[config.mk]
export PLATFORM = sky130hd
export DESIGN_NAME = laser_scan_sched
export DESIGN_NICKNAME = d
export VERILOG_FILES = /design/src/rtl/laser_scan_sched.sv
export SDC_FILE = /design/constraint.sdc
export NUM_CORES = 1
export LEC_CHECK = 0
export ABC_CLOCK_PERIOD_IN_PS = 2050
export CELL_PAD_IN_SITES_DETAIL_PLACEMENT = 1
export CELL_PAD_IN_SITES_GLOBAL_PLACEMENT = 1
export CORE_MARGIN = 2
export CORE_UTILIZATION = 36
export DETAILED_ROUTE_END_ITERATION = 7
export GPL_ROUTABILITY_DRIVEN = 0
export PLACE_DENSITY = 0.78
export SLEW_MARGIN = 20
export SYNTH_ARGS = -nofsm -noshare
export SYNTH_HDL_FRONTEND = slang
export SYNTH_SLANG_ARGS = --single-unit
[constraint.sdc]
create_clock -name CLK -period 2.05 [get_ports CLK]
set_input_delay 0.5125 -clock CLK [delete_from_list [all_inputs] [get_ports CLK]]
set_output_delay 0.5125 -clock CLK [all_outputs]
set_load 0.05 [all_outputs]
[src/rtl/laser_scan_sched.sv]
// laser_scan_sched: drives a shared coverage-count engine through alternating
// raster scans (C1 moving, then C2 moving), commits the best position of the
// moving circle after each scan, and repeats until an iteration leaves both
// circles unchanged or the iteration limit is reached.
module laser_scan_sched #(
    parameter int MAX_ITER = 8,
    parameter int CNT_W    = 6
) (
    input  logic             CLK,
    input  logic             RST,
    input  logic             START,
    output logic             EVAL_REQ,
    output logic [3:0]       EVAL_CX,
    output logic [3:0]       EVAL_CY,
    output logic             EVAL_SEL,
    input  logic             EVAL_ACK,
    input  logic             RES_VALID,
    input  logic [CNT_W-1:0] RES_COUNT,
    output logic [3:0]       C1X,
    output logic [3:0]       C1Y,
    output logic [3:0]       C2X,
    output logic [3:0]       C2Y,
    output logic             BUSY,
    output logic [3:0]       ITER,
    output logic             DONE
);

    typedef enum logic [2:0] {
        IDLE   = 3'd0,
        ISSUE  = 3'd1,
        WAIT   = 3'd2,
        COMMIT = 3'd3,
        FINISH = 3'd4
    } state_t;

    state_t             state_q, state_d;
    logic [7:0]         cand_q, cand_d;          // {y, x}, x increments fastest
    logic               sel_q, sel_d;
    logic [CNT_W-1:0]   best_count_q, best_count_d;
    logic [7:0]         best_pos_q, best_pos_d;  // {y, x}
    logic               changed_q, changed_d;
    logic [3:0]         iter_q, iter_d;
    logic [7:0]         c1_q, c1_d;              // {y, x}
    logic [7:0]         c2_q, c2_d;              // {y, x}

    // Position of the moving circle before this commit, and whether the
    // iteration has moved anything once this commit is included.
    logic [7:0]         moving_prev;
    logic               changed_now;
    logic [4:0]         iter_inc;

    assign moving_prev = sel_q ? c2_q : c1_q;
    assign changed_now = changed_q | (best_pos_q != moving_prev);
    assign iter_inc    = {1'b0, iter_q} + 5'd1;

    assign EVAL_REQ = (state_q == ISSUE);
    assign EVAL_CX  = cand_q[3:0];
    assign EVAL_CY  = cand_q[7:4];
    assign EVAL_SEL = sel_q;
    assign C1X      = c1_q[3:0];
    assign C1Y      = c1_q[7:4];
    assign C2X      = c2_q[3:0];
    assign C2Y      = c2_q[7:4];
    assign BUSY     = (state_q != IDLE);
    assign ITER     = iter_q;
    assign DONE     = (state_q == FINISH);

    // State and datapath registers; reset returns everything to zero.
    always_ff @(posedge CLK) begin
        if (RST) begin
            state_q      <= IDLE;
            cand_q       <= 8'd0;
            sel_q        <= 1'b0;
            best_count_q <= '0;
            best_pos_q   <= 8'd0;
            changed_q    <= 1'b0;
            iter_q       <= 4'd0;
            c1_q         <= 8'd0;
            c2_q         <= 8'd0;
        end else begin
            state_q      <= state_d;
            cand_q       <= cand_d;
            sel_q        <= sel_d;
            best_count_q <= best_count_d;
            best_pos_q   <= best_pos_d;
            changed_q    <= changed_d;
            iter_q       <= iter_d;
            c1_q         <= c1_d;
            c2_q         <= c2_d;
        end
    end

    // Next-state and datapath updates for the scan sequencer.
    always_comb begin
        state_d      = state_q;
        cand_d       = cand_q;
        sel_d        = sel_q;
        best_count_d = best_count_q;
        best_pos_d   = best_pos_q;
        changed_d    = changed_q;
        iter_d       = iter_q;
        c1_d         = c1_q;
        c2_d         = c2_q;

        unique case (state_q)
            IDLE: begin
                if (START) begin
                    c1_d         = 8'd0;
                    c2_d         = 8'd0;
                    iter_d       = 4'd0;
                    sel_d        = 1'b0;
                    cand_d       = 8'd0;
                    best_count_d = '0;
                    best_pos_d   = 8'd0;   // C1 is being cleared to (0,0)
                    changed_d    = 1'b0;
                    state_d      = ISSUE;
                end
            end
            ISSUE: begin
                if (EVAL_ACK) begin
                    state_d = WAIT;
                end
            end
            WAIT: begin
                if (RES_VALID) begin
                    // Strict compare keeps the earliest raster position on ties.
                    if (RES_COUNT > best_count_q) begin
                        best_count_d = RES_COUNT;
                        best_pos_d   = cand_q;
                    end
                    if (cand_q == 8'hFF) begin
                        state_d = COMMIT;
                    end else begin
                        cand_d  = cand_q + 8'd1;
                        state_d = ISSUE;
                    end
                end
            end
            COMMIT: begin
                changed_d = changed_now;
                if (!sel_q) begin
                    c1_d         = best_pos_q;
                    sel_d        = 1'b1;
                    cand_d       = 8'd0;
                    best_count_d = '0;
                    best_pos_d   = c2_q;
                    state_d      = ISSUE;
                end else begin
                    c2_d   = best_pos_q;
                    iter_d = (iter_q == 4'd15) ? 4'd15 : iter_inc[3:0];
                    if (changed_now && (iter_inc < 5'(MAX_ITER))) begin
                        sel_d        = 1'b0;
                        changed_d    = 1'b0;
                        cand_d       = 8'd0;
                        best_count_d = '0;
                        best_pos_d   = c1_q;
                        state_d      = ISSUE;
                    end else begin
                        state_d = FINISH;
                    end
                end
            end
            FINISH: begin
                state_d = IDLE;
            end
            default: begin
                state_d = IDLE;
            end
        endcase
    end

endmodule

; ---- Word-level counts from Yosys, hierarchy flattened
; Cells that the tools add are included.
; W data, S select, Z words.
[op_classes]
addsub = 2
magnitude_cmp = 2
eq_ne = 15
mux = 40
n_bitwise = 1
n_reduce_logical = 11
[op_table]
columns = operator, n
row1 = $mux W8, 12
row2 = $pmux W8 S3, 2
row3 = $pmux W8 S2, 2
row4 = $mux W6, 5
row5 = $pmux W6 S3, 1
row6 = $mux W3, 5
row7 = $mux W4, 3
row8 = $ne A2 B2 Y1 const B, 6
row9 = $pmux W3 S4, 1
row10 = $reduce_and A5 Y1, 2
row11 = $reduce_and A3 Y1, 3
row12 = $add A8 B1 Y8 const B, 1
row13 = $eq A8 B8 Y1 const B, 1
row14 = $ne A8 B8 Y1, 1
row15 = $pmux W4 S2, 1
row16 = $eq A3 B2 Y1 const B, 2
row17 = $gt A6 B6 Y1, 1
row18 = $reduce_bool A3 Y1, 2
row19 = $add A4 B1 Y5 const B, 1
row20 = $lt A5 B4 Y1 const B, 1
row21 = $mux W1, 5
row22 = $eq A4 B4 Y1 const B, 1
row23 = $pmux W1 S2, 2
row24 = $eq A3 B1 Y1 const B, 1
row25 = other kinds (9), 9
[word_totals]
register_bits = 47
in_bits = 11
out_inout_bits = 32
word_cells = 80

; ---- Logic depth before layout (Yosys ltp)
[depth]
word_depth = 7
ltp_mapped = 8
mapped_depth_nobuf = 8

; ---- Least setup slack after synthesis
; No wires, ideal clock.
[synth_timing]
kind = register -> register
startpoint = register sel_q, in the netlist EVAL_SEL
endpoint = register best_pos_q[0]
setup_ps = 72
t_arrival_ps = 2179
required_ps = 1978
path_slack_ps = -201
path_stages_with_launch = 9
n_path_buf = 2
period_less_slack_ps = 2251
cell_sequence = dfxtp_1 -> buf_6 -> buf_6 -> mux2i_1 -> xor2_1 -> nand4_1 -> o21a_1 -> o21ai_4 -> mux2i_1
[synth_between]
elab_chain_cells = 6
elab_cells_between_ends = 8
cone_classes = eq/ne: 2 / mux: 3 / bitwise: 1 / reduce/logical: 2
[synth_lines]
columns = item, line_no
row1 = start: declaration, 38  ; logic sel_q, sel_d;
row2 = start signal: assignment, 83  ; sel_q <= sel_d;
row3 = $mux W8, 52  ; assign moving_prev = sel_q ? c2_q : c1_q;
row4 = $ne A8 B8 Y1, 53  ; assign changed_now = changed_q | (best_pos_q != moving_prev);
row5 = $or A1 B1 Y1, 53
row6 = $logic_and A1 B1 Y1, 151  ; if (changed_now && (iter_inc < 5'(MAX_ITER))) begin
row7 = $ne A3 B3 Y1 (no source line), -
row8 = $reduce_and A5 Y1 (no source line), -
row9 = end signal: assignment, 85  ; best_pos_q <= best_pos_d;
row10 = end: declaration, 40  ; logic [7:0] best_pos_q, best_pos_d;
; Several ways; a longest one is shown, not always the timed one.
; A chain may end at the register's enable or synchronous reset.

; ---- Final worst setup path
[layout_timing]
startpoint = input RES_COUNT[3]
endpoint = register best_pos_q[3]
[layout_between]
elab_chain_cells = 3
[layout_lines]
columns = item, line_no
row1 = start: declaration, 18  ; input logic [CNT_W-1:0] RES_COUNT,
row2 = $gt A6 B6 Y1, 127  ; if (RES_COUNT > best_count_q) begin
row3 = $ne A2 B2 Y1 (no source line), -
row4 = $reduce_and A5 Y1 (no source line), -
; No other way between the ends.

==> summary.md <==
STA classifies the critical path startpoint as an input pin. The area growth from synthesis to layout is 36.9%, and the post-synth net total is 321. The worst hold path belongs to the class reg -> reg. CTS saw 47 sinks. The final critical path takes up 99.4% of the cycle. Worst voltage drop across the vdd grid: 0.000265 V.

The run gives 0 as the total congestion overflow after global routing. The setup path with the least slack is of type in -> reg. By area the synthesized netlist is led by dfxtp_1 36%, mux2i_1 12%, a22oi_1 4.6%. The tools report the pin count of the biggest net entering global routing as 23.

Number of standard cells in the final layout excluding fillers: 461. In this run the remaining antenna-violating nets after routing total 0. Dominant register cell in the synthesized netlist: dfxtp_1. In this design, the largest share of critical-path delay is due to compound AO/OA/AOI/OAI gates.

The hold-fix buffer count after cts is 0, and the number of warning messages in the yosys log is 0. Shortest clock period the worst path allows after layout: 2040 ps. After synthesis, the mean cell area works out to 8.58 um^2. The proportion of netlist area held by the largest area contributor was 36.3%; the ratio of total power to cell area was 643 nW/um^2. The tools report the number of failing setup endpoints in the final timing report as 0. Using the TritonRoute via totals, the vias-per-cell ratio works out to 5.38. Summing all placed instances gives a cell area of 3180 um^2.

CTS placed an instance of clkbuf_8 at the clock tree root. The total instance count after detailed placement is 443, and the final design area excluding fillers is 3540 um^2. At the worst endpoint, the required time is 2280 ps.

0 antenna diodes ended up in the layout. For this design the top-level I/O count stands at 43. The worst setup path is captured at a register.

Floorplan die height: 88.8 um. The number of vias after detailed routing is 2480, and the length of the first detailed-routing pass in iterations is 4. Setup repair after global routing could not meet its margin everywhere. For this run, the register share of the synthesized area comes to 36.3%. The tools report the leakage power figure as 1.34 nW. Across every metal layer, demand over resource in global routing totals 19.7%. The overall routed net length came out at 7800 um.

The CTS buffer count was 5. Library cell contributing the largest single delay on the critical path: o32ai_2. Of the cells placed in the final design, the portion with a size suffix greater than 1 is 28.8%.

The tools report the number of DRC violations after detailed routing as 0. For this run, the slowest stage of the critical path takes 300 ps. From left edge to right edge, the die measures 88.8 um. TritonCTS built the clock tree. For this run, asynchronously set or reset flops after synthesis account for 0%. The H-tree was split into 2 levels. In this run, the number of DRC markers left after iteration 0 of detailed routing was 90. The library cell with the highest instance count after synthesis is dfxtp_1. Once the floorplan was initialized, standard cells occupied 37.7% of the core. The cell count after synthesis came out at 302. For the final count of hold timing violations, the log shows 0. At the later pin of the worst-skew pair, clock insertion delay measures 310 ps.

The register bit count reported by yosys was 47; the final net count was 383. Count of max-cap constraint violations: 0. Detailed placement ended at an HPWL of 5360 um. By count the netlist is led by 47 x dfxtp_1, 30 x mux2i_1, 30 x nor2_1. The tools report the initial antenna violation count as 0.

Library cell occupying the most area in the post-synthesis netlist: dfxtp_1. At the pin with the least slew margin, the transition time is 555 ps. The first global-routing pass estimated 12100 um of wire. Yosys mapped a number of flops with a built-in enable equal to 0. Of all nets on the critical path, the largest fanout is 8. After floorplanning, the core was sized to cover 6870 um^2. The run finished with clean final reports. The logs give 2270 ps for the data arrival time of the critical path and 2590 um^2 for the netlist area before placement. The number of global-route vias before repair was 2515; the number of buffers on the longest clock path was 2. In this run the tool buffered the top-level ports with 42 buffer cells.

The die covers 7890 um^2. Highest attainable clock frequency: 0.491 GHz. The worst pin sits at a relative slew slack of 62.9%. Counting the fill cells in the layout gives 807. After detailed routing, the average wire length per cell comes to 16.9 um. Traced cell by cell, the critical path runs through clkdlybuf4s15_1, ha_4, a211oi_2, nor2_1, o32ai_2, a21oi_2, buf_4, o21ai_4, buf_12, mux2i_2. Across the routed clock network, the largest skew measured is 10.1 ps. The combined buffer and inverter count along the critical path is 3.

The netlist uses 41 different library cells. The clock edge transition at the registers on the reported setup and hold paths was 90 ps; the number of rows created at floorplan was 30. The number of max-slew violations in the final report is 0.
-- placed cells by master (no fill, tap or decap), types with 3 or more instances in the layout --
master,count
buf_4,59
dfxtp_1,43
nor2_1,30
mux2i_1,25
nand2_1,24
nand2b_1,19
a21oi_1,17
a22oi_1,16
inv_1,8
o211ai_1,8
nand3_1,7
a311oi_2,7
xor2_1,6
and3_1,6
ha_1,6
clkbuf_8,6
nand3b_1,5
buf_12,5
mux2i_2,4
o21ai_0,4
a21o_1,4
clkdlybuf4s50_1,4
clkdlybuf4s15_1,4
nand4_1,3
nor3_1,3
dfxtp_2,3
-- timing repair --
action	in CTS	in global routing
gates cloned	0	1
pin swaps	10	10
buffers inserted	5	5
gates resized for setup	13	24
endpoints found under the setup margin	23	26
-- metrics by stage --
stage               worst slack [ps]  hold slack [ps]  power [W]  setup TNS [ps]  utilization (%)
finish                          11.3              486    0.00228               0             51.6
global route                   -97.2              506    0.00239           -1280             51.6
CTS                             15.5              488    0.00225               0             48.9
detailed placement              -577              473    0.00159           -9420             46.3
global placement                -502              459    0.00158           -8350             46.3
floorplan                       13.6              446    0.00137               0                -
-- flip-flops by register name, summed over array words and instances (netlist names) --
signal / count
cand_q: 8
c1_q: 8
c2_q: 8
best_pos_q: 8
best_count_q: 6
state_q: 3
changed_q: 1
ITER: 4
EVAL_SEL: 1
-- metal layers --
metal  wire [um]  up-vias  track usage (%)
li1            -     1214                -
met1        3510     1224             23.5
met2        4040       34             36.3
met3         168        8             2.52
met4          89        0             6.20
met5           0        -                0
-- cell type report --
cell class	instances	area, um^2	area share (%)
well taps	96	120	3.39
inverters	9	33.8	0.953
multi-input cells	226	1680	47.3
flip-flops and latches	47	948	26.8
repair buffers	75	666	18.8
clock inverters	2	16.3	0.459
clock buffers	6	82.6	2.33
-- worst register-to-register path, cell delays in order (launching register included) --
cell      delay (ps)
dfxtp_1          340
inv_1             70
ha_4             240
a211oi_2         230
nor2_1            90
o32ai_2          300
a21oi_2          100
buf_4            150
o21ai_4           60
buf_12           150
mux2i_2          220
-- cell families (layout without fill, tap and decap cells) --
kind of cell,Yosys count,after routing,synth area share [%]
simple gates,106,106,20.4
compound gates,74,74,20.1
flops,47,47,36.3
mux,31,31,12.0
buf+inv,29,92,4.88
fa+ha+maj,8,8,3.86
xor+xnor,7,7,2.37
-- power by group --
part / internal (W) / leakage [nW] / switching, W
clock: 0.000276 / 0.0474 / 0.000346
combinational: 0.000298 / 0.913 / 0.000400
sequential: 0.000931 / 0.381 / 0.0000296
-- worst paths after layout --
check | slack (ps) | cells past startpoint | startpoint | endpoint
worst max-delay path | 10 | 10 | RES_COUNT[3] | best_pos_q[3]
worst min-delay path | 490 | 2 | best_count_q[3] | best_count_q[3]
worst max register to register | 30 | 10 | best_count_q[3] | best_pos_q[3]
worst min register to register | 490 | 2 | best_count_q[3] | best_count_q[3]
Note: power is estimated with default switching activity, not from simulation.
